**src/rtl/piso_shifter.sv**
```systemverilog
// Parallel-in/serial-out shifter with a one-word holding buffer, programmable bit period and sticky underrun.
// Optional PISO_SHIFTER_RECIRC_EN adds a recirc input that replays the last loaded word instead of going idle.
module piso_shifter #(
    parameter int unsigned WIDTH     = 16,
    parameter int unsigned DIV       = 1,
    parameter bit          LSB_FIRST = 1'b0,
    parameter bit          FILL      = 1'b0
) (
    input  logic             clk,
    input  logic             clr,
    input  logic             shift_en,
    input  logic [WIDTH-1:0] in_data,
    input  logic             in_valid,
    output logic             in_ready,
    output logic             q,
    output logic             n_q,
    output logic             word_start,
    output logic             busy,
    output logic             underrun,
`ifdef PISO_SHIFTER_RECIRC_EN
    input  logic             recirc,
`endif
    input  logic             underrun_clr
);

    localparam int unsigned BIT_W = $clog2(WIDTH);
    localparam int unsigned DIV_W = (DIV > 1) ? $clog2(DIV) : 1;

    localparam logic [BIT_W-1:0] LAST_BIT  = BIT_W'(WIDTH - 1);
    localparam logic [DIV_W-1:0] DIV_LAST  = DIV_W'(DIV - 1);
    localparam logic [WIDTH-1:0] FILL_WORD = {WIDTH{FILL}};

    typedef enum logic {
        S_IDLE,
        S_SHIFT
    } state_t;

    state_t           state_q,      state_d;
    logic [WIDTH-1:0] shreg_q,      shreg_d;
    logic [WIDTH-1:0] hold_q,       hold_d;
    logic             hold_valid_q, hold_valid_d;
    logic [BIT_W-1:0] bit_cnt_q,    bit_cnt_d;
    logic [DIV_W-1:0] div_cnt_q,    div_cnt_d;
    logic             in_ready_q,   in_ready_d;
    logic             q_q,          q_d;
    logic             n_q_q,        n_q_d;
    logic             word_start_q, word_start_d;
    logic             busy_q,       busy_d;
    logic             underrun_q,   underrun_d;
`ifdef PISO_SHIFTER_RECIRC_EN
    logic [WIDTH-1:0] last_q,       last_d;
`endif

    logic load_hold;
    logic underrun_set;

    function automatic logic [WIDTH-1:0] shift_once(input logic [WIDTH-1:0] v);
        if (LSB_FIRST) return {FILL, v[WIDTH-1:1]};
        else           return {v[WIDTH-2:0], FILL};
    endfunction

    function automatic logic out_bit(input logic [WIDTH-1:0] v);
        return LSB_FIRST ? v[0] : v[WIDTH-1];
    endfunction

    always_comb begin
        // NOTE: every signal written here gets a default first so no path leaves it unassigned (no latches).
        state_d      = state_q;
        shreg_d      = shreg_q;
        hold_d       = hold_q;
        hold_valid_d = hold_valid_q;
        bit_cnt_d    = bit_cnt_q;
        div_cnt_d    = div_cnt_q;
        load_hold    = 1'b0;
        underrun_set = 1'b0;
`ifdef PISO_SHIFTER_RECIRC_EN
        last_d       = last_q;
`endif

        // Buffer accepts only while empty, so it never collides with a load that empties it.
        if (in_valid && in_ready_q) begin
            hold_d       = in_data;
            hold_valid_d = 1'b1;
        end

        case (state_q)
            S_IDLE: begin
                if (hold_valid_q) load_hold = 1'b1;
            end
            S_SHIFT: begin
                if (shift_en) begin
                    if (div_cnt_q == DIV_LAST) begin
                        div_cnt_d = '0;
                        if (bit_cnt_q == LAST_BIT) begin
                            if (hold_valid_q) begin
                                load_hold = 1'b1;
`ifdef PISO_SHIFTER_RECIRC_EN
                            end else if (recirc) begin
                                shreg_d   = last_q;
                                bit_cnt_d = '0;
`endif
                            end else begin
                                state_d      = S_IDLE;
                                shreg_d      = FILL_WORD;
                                bit_cnt_d    = '0;
                                underrun_set = 1'b1;
                            end
                        end else begin
                            bit_cnt_d = bit_cnt_q + 1'b1;
                            shreg_d   = shift_once(shreg_q);
                        end
                    end else begin
                        div_cnt_d = div_cnt_q + 1'b1;
                    end
                end
            end
            default: state_d = S_IDLE;
        endcase

        if (load_hold) begin
            state_d      = S_SHIFT;
            shreg_d      = hold_q;
            hold_valid_d = 1'b0;
            bit_cnt_d    = '0;
            div_cnt_d    = '0;
`ifdef PISO_SHIFTER_RECIRC_EN
            last_d       = hold_q;
`endif
        end

        word_start_d = load_hold;
`ifdef PISO_SHIFTER_RECIRC_EN
        word_start_d = load_hold || (state_q == S_SHIFT && shift_en && div_cnt_q == DIV_LAST &&
                                     bit_cnt_q == LAST_BIT && !hold_valid_q && recirc);
`endif
        // Set wins over a simultaneous clear.
        underrun_d = underrun_set || (underrun_q && !underrun_clr);
        in_ready_d = !hold_valid_d;
        q_d        = out_bit(shreg_d);
        n_q_d      = !q_d;
        busy_d     = (state_d == S_SHIFT);
    end

    always_ff @(posedge clk) begin
        // NOTE: sequential state uses non-blocking assignments so every flop samples pre-edge values.
        if (clr) begin
            state_q      <= S_IDLE;
            shreg_q      <= FILL_WORD;
            hold_q       <= FILL_WORD;
            hold_valid_q <= 1'b0;
            bit_cnt_q    <= '0;
            div_cnt_q    <= '0;
            in_ready_q   <= 1'b1;
            q_q          <= FILL;
            n_q_q        <= !FILL;
            word_start_q <= 1'b0;
            busy_q       <= 1'b0;
            underrun_q   <= 1'b0;
`ifdef PISO_SHIFTER_RECIRC_EN
            last_q       <= FILL_WORD;
`endif
        end else begin
            state_q      <= state_d;
            shreg_q      <= shreg_d;
            hold_q       <= hold_d;
            hold_valid_q <= hold_valid_d;
            bit_cnt_q    <= bit_cnt_d;
            div_cnt_q    <= div_cnt_d;
            in_ready_q   <= in_ready_d;
            q_q          <= q_d;
            n_q_q        <= n_q_d;
            word_start_q <= word_start_d;
            busy_q       <= busy_d;
            underrun_q   <= underrun_d;
`ifdef PISO_SHIFTER_RECIRC_EN
            last_q       <= last_d;
`endif
        end
    end

    assign in_ready   = in_ready_q;
    assign q          = q_q;
    assign n_q        = n_q_q;
    assign word_start = word_start_q;
    assign busy       = busy_q;
    assign underrun   = underrun_q;

    a_busy_state: assert property (@(posedge clk) disable iff (clr) busy_q == (state_q == S_SHIFT));
    a_ready_hold: assert property (@(posedge clk) disable iff (clr) in_ready_q == !hold_valid_q);
    a_bit_range:  assert property (@(posedge clk) disable iff (clr) bit_cnt_q <= LAST_BIT);
    a_div_range:  assert property (@(posedge clk) disable iff (clr) div_cnt_q <= DIV_LAST);
    a_ws_busy:    assert property (@(posedge clk) disable iff (clr) word_start_q |-> busy_q);

endmodule

```
**config.mk**
```make
export PLATFORM = sky130hd
export DESIGN_NAME = piso_shifter
export DESIGN_NICKNAME = d
export VERILOG_FILES = /design/src/rtl/piso_shifter.sv
export SDC_FILE = /design/constraint.sdc
export NUM_CORES = 1
export LEC_CHECK = 0
export CAP_MARGIN = 20
export CORE_ASPECT_RATIO = 1.4
export CORE_MARGIN = 5
export CORE_UTILIZATION = 45
export DETAILED_ROUTE_END_ITERATION = 12
export PLACE_DENSITY = 0.73
export SYNTH_ARGS = -nofsm -noshare
export SYNTH_HDL_FRONTEND = slang
export SYNTH_SLANG_ARGS = --single-unit
```
**constraint.sdc**
```tcl
create_clock -name clk -period 2.1 [get_ports clk]
set_clock_uncertainty 0.05 [all_clocks]
set_input_delay 0.42 -clock clk [delete_from_list [all_inputs] [get_ports clk]]
set_output_delay 0.42 -clock clk [all_outputs]
set_load 0.03 [all_outputs]
```
==> results of run 1 <==
critical path, stage by stage:
cell and delay, ns:
clkdlybuf4s50_1 0.53, mux2i_2 0.68, a222oi_1 0.22, nor2_1 0.15
flip-flops by register name, indices dropped and copies added, names as in the netlist, named ones only:
name and flops:
n_q 1, in_ready 1, shreg_q 15, hold_valid_q 1
word_start 1, underrun 1, bit_cnt_q 4, busy 1
hold_q 16
cells in the mapped netlist, drive strengths merged:
master,n
a21boi,1
a21oi,18
a221oi,1
a222oi,14
a22oi,1
and2,1
and3,2
buf,8
clkbuf,5
dfxtp,42
ha,1
mux2i,3
nand2,34
nand2b,1
nand3,2
nand4,4
nor2,18
nor2b,3
nor3,3
o21a,1
o21ai,1
or3,2
xnor2,1
xor2,1
worst max-delay path by stage:
stage / endpoint / slack, ns / cells past startpoint
after floorplan: n_q$_SDFF_PP1_ / 0.48 / 6
after global placement: shreg_q[4]$_SDFFE_PP0P_ / 0.1 / 4
after detailed placement: shreg_q[4]$_SDFFE_PP0P_ / -0.003 / 4
after CTS: q / 0.27 / 1
after global routing: shreg_q[4]$_SDFFE_PP0P_ / 0.17 / 4
final: shreg_q[4]$_SDFFE_PP0P_ / 0.27 / 4
routing by layer:
layer  global-route usage, %  part of all wire [%]
met1                    15.8                    40
met2                    23.1                    50
met3                    4.98                   6.3
met4                    9.09                   3.5
met5                       0                     0
kinds of logic after synthesis:
| family | Yosys count | synth area share (%) |
|---|---|---|
| AOI/OAI and AO/OA | 37 | 17.4 |
| xor gates and xnor gates | 2 | 1.10 |
| adders and majority gates | 1 | 0.788 |
| buffers and inverters | 13 | 5.44 |
| DFF | 42 | 53.0 |
| muxes | 3 | 2.13 |
| and+or+nand+nor | 70 | 20.2 |
power groups by stage:
| stage | Combinational, mW | Clock [mW] | Sequential (mW) |
|---|---|---|---|
| after floorplan | 0.134 | 0 | 0.894 |
| after detailed placement | 0.229 | 0 | 0.882 |
| final | 0.227 | 0.527 | 0.864 |
| after global placement | 0.222 | 0 | 0.880 |
| after global routing | 0.250 | 0.573 | 0.869 |
| after CTS | 0.229 | 0.543 | 0.864 |
stage by stage:
stage / instances / setup TNS, ns / area [um^2]
2_1_floorplan: 168 / 0 / 1590
3_3_place_gp: 228 / 0 / 1860
3_5_place_dp: 228 / -0.00275 / 1860
4_1_cts: 236 / 0 / 1960
5_1_grt: 236 / 0 / 1960
6_report: 236 / 0 / 1960
final cells by class:
type / count / area share [%]
multi-input combinational: 113 / 33.8
clock buffer: 7 / 4.41
sequential: 42 / 43.0
timing repair buffer: 33 / 16.0
clock inverter: 1 / 0.256
tap: 40 / 2.56
==> out/qor.csv, run 1 <==
metric,value,unit
synth_area_per_cell,9.45,um^2
syn_nets,190,
slew_violations,0,
swShare,25.2,%
fin_util,57.4,%
n_antenna_cell,0,
grt_pass1_wl,5240,um
internal-power,1.21,mW
rr_startpoint,bit_cnt_q[0]$_SDFFE_PP0P_,
final_cell_mix,"dfxtp_1 (42), nand2_1 (34), clkdlybuf4s50_1 (26)",
die-area,0.00483,mm^2
p_total,1.62,mW
layout_worst_path_cycle_share,87.1,%
crit_type,input pin to flop,
synth_warnings,0,
ctsHoldBuffers,0,
min_from,hold_q[4]$_SDFFE_PP0P_,
r2r_cells,6,
antenna_found_initial,0,
fmax,547,MHz
regArea,841,um^2
cts_sinks,42,
pre_cts_ws,-0.00275,ns
die_h,80.3,um
status,completed,
fin_ws,0.270,ns
io_buffers,26,
yosysUniqueCellTypes,31,
track_usage,14.4,%
multiInputGateArea,661,um^2
pwr-share-clk,32.6,%
r2r_end,shreg_q[4]$_SDFFE_PP0P_,
power_frac_comb,14.0,%
min_period,1.83,ns
ioPinCount,27,
rsz0062_at_grt,false,
worst_skew_pair.late_latency,0.29,ns
required,2.28,ns
antenna_left,0,
vdd_drop_max,0.651,mV
yosysTopAreaCellShare,53.0,%
leakagePower,0.739,nW
powerDensity,827,mW/mm^2
ys_seq_area_share,53.0,%
vias_per_cell,5.47,
detail_route.wl_per_cell,13.4,um
cts_resized,0,
worst-r2r-setup-slack,0.41,ns
hold-worst-slack,0.405,ns
path_clk_slew,0.07,ns
grt_max_degree,26,
cts_tree,done,
post-cts-setup-buffer-count,0,
synthCells,168,
die_width,60.2,um
syn_area,0.00159,mm^2
vias,1292,
setup_violations,0,
route.detailed.drc,0,
drv_cap,0,
htreeDepth,2,
switching_power,0.408,mW
end_kind,flop,
grt_pass1_vias,1211,
cts_made_buffers,5,
yosysTopAreaCell,dfxtp_1,
core.rowCount,25,
cts-root-buf,clkbuf_8,
clk_path_buf_depth,2,
core_region_area,0.00341,mm^2
worstSetupStartpoint,shift_en,
firstDrtPassIters,5,
fillCellCount,313,
start_util,46.6,%
yosys_register_bits,42,
dp_hpwl,2300,um
num-nets-final,217,
min_to,hold_q[4]$_SDFFE_PP0P_,
hp-class,flop to flop,
startpoint_type,input pin,
power_frac_seq,53.4,%
final_common_cell,dfxtp_1,
whs_path_depth,2,
grt_overflow_total,0,
routed_wl,3150,um
worst_ep_arrival_time,2.01,ns
drtIter0Drc,73,
max_slew_margin,46.6,%
place_congestion,0.808,
crit_fanout,16,
ys_top_cells_by_area,"dfxtp_1 (53%), a222oi_1 (8.8%), nand2_1 (8.0%), a21oi_1 (5.7%), nor2_1 (3.8%)",
worst_slew_pin_slew,0.785,ns
syn_to_final_growth,23.2,%
hold_violations,0,
drive_above_1_share,10.7,%
No activity file was read; power rests on OpenSTA's default activity.
==> run 2, diff against run 1 <==
--- a/config.mk
+++ b/config.mk
@@ -11,6 +11,7 @@
 export CORE_UTILIZATION = 45
 export DETAILED_ROUTE_END_ITERATION = 12
 export PLACE_DENSITY = 0.73
+export SETUP_SLACK_MARGIN = 0.15
 export SYNTH_ARGS = -nofsm -noshare
 export SYNTH_HDL_FRONTEND = slang
 export SYNTH_SLANG_ARGS = --single-unit
==> results of run 2 <==
Same layout as run 1: the final DEF is identical, and so are final timing and power.
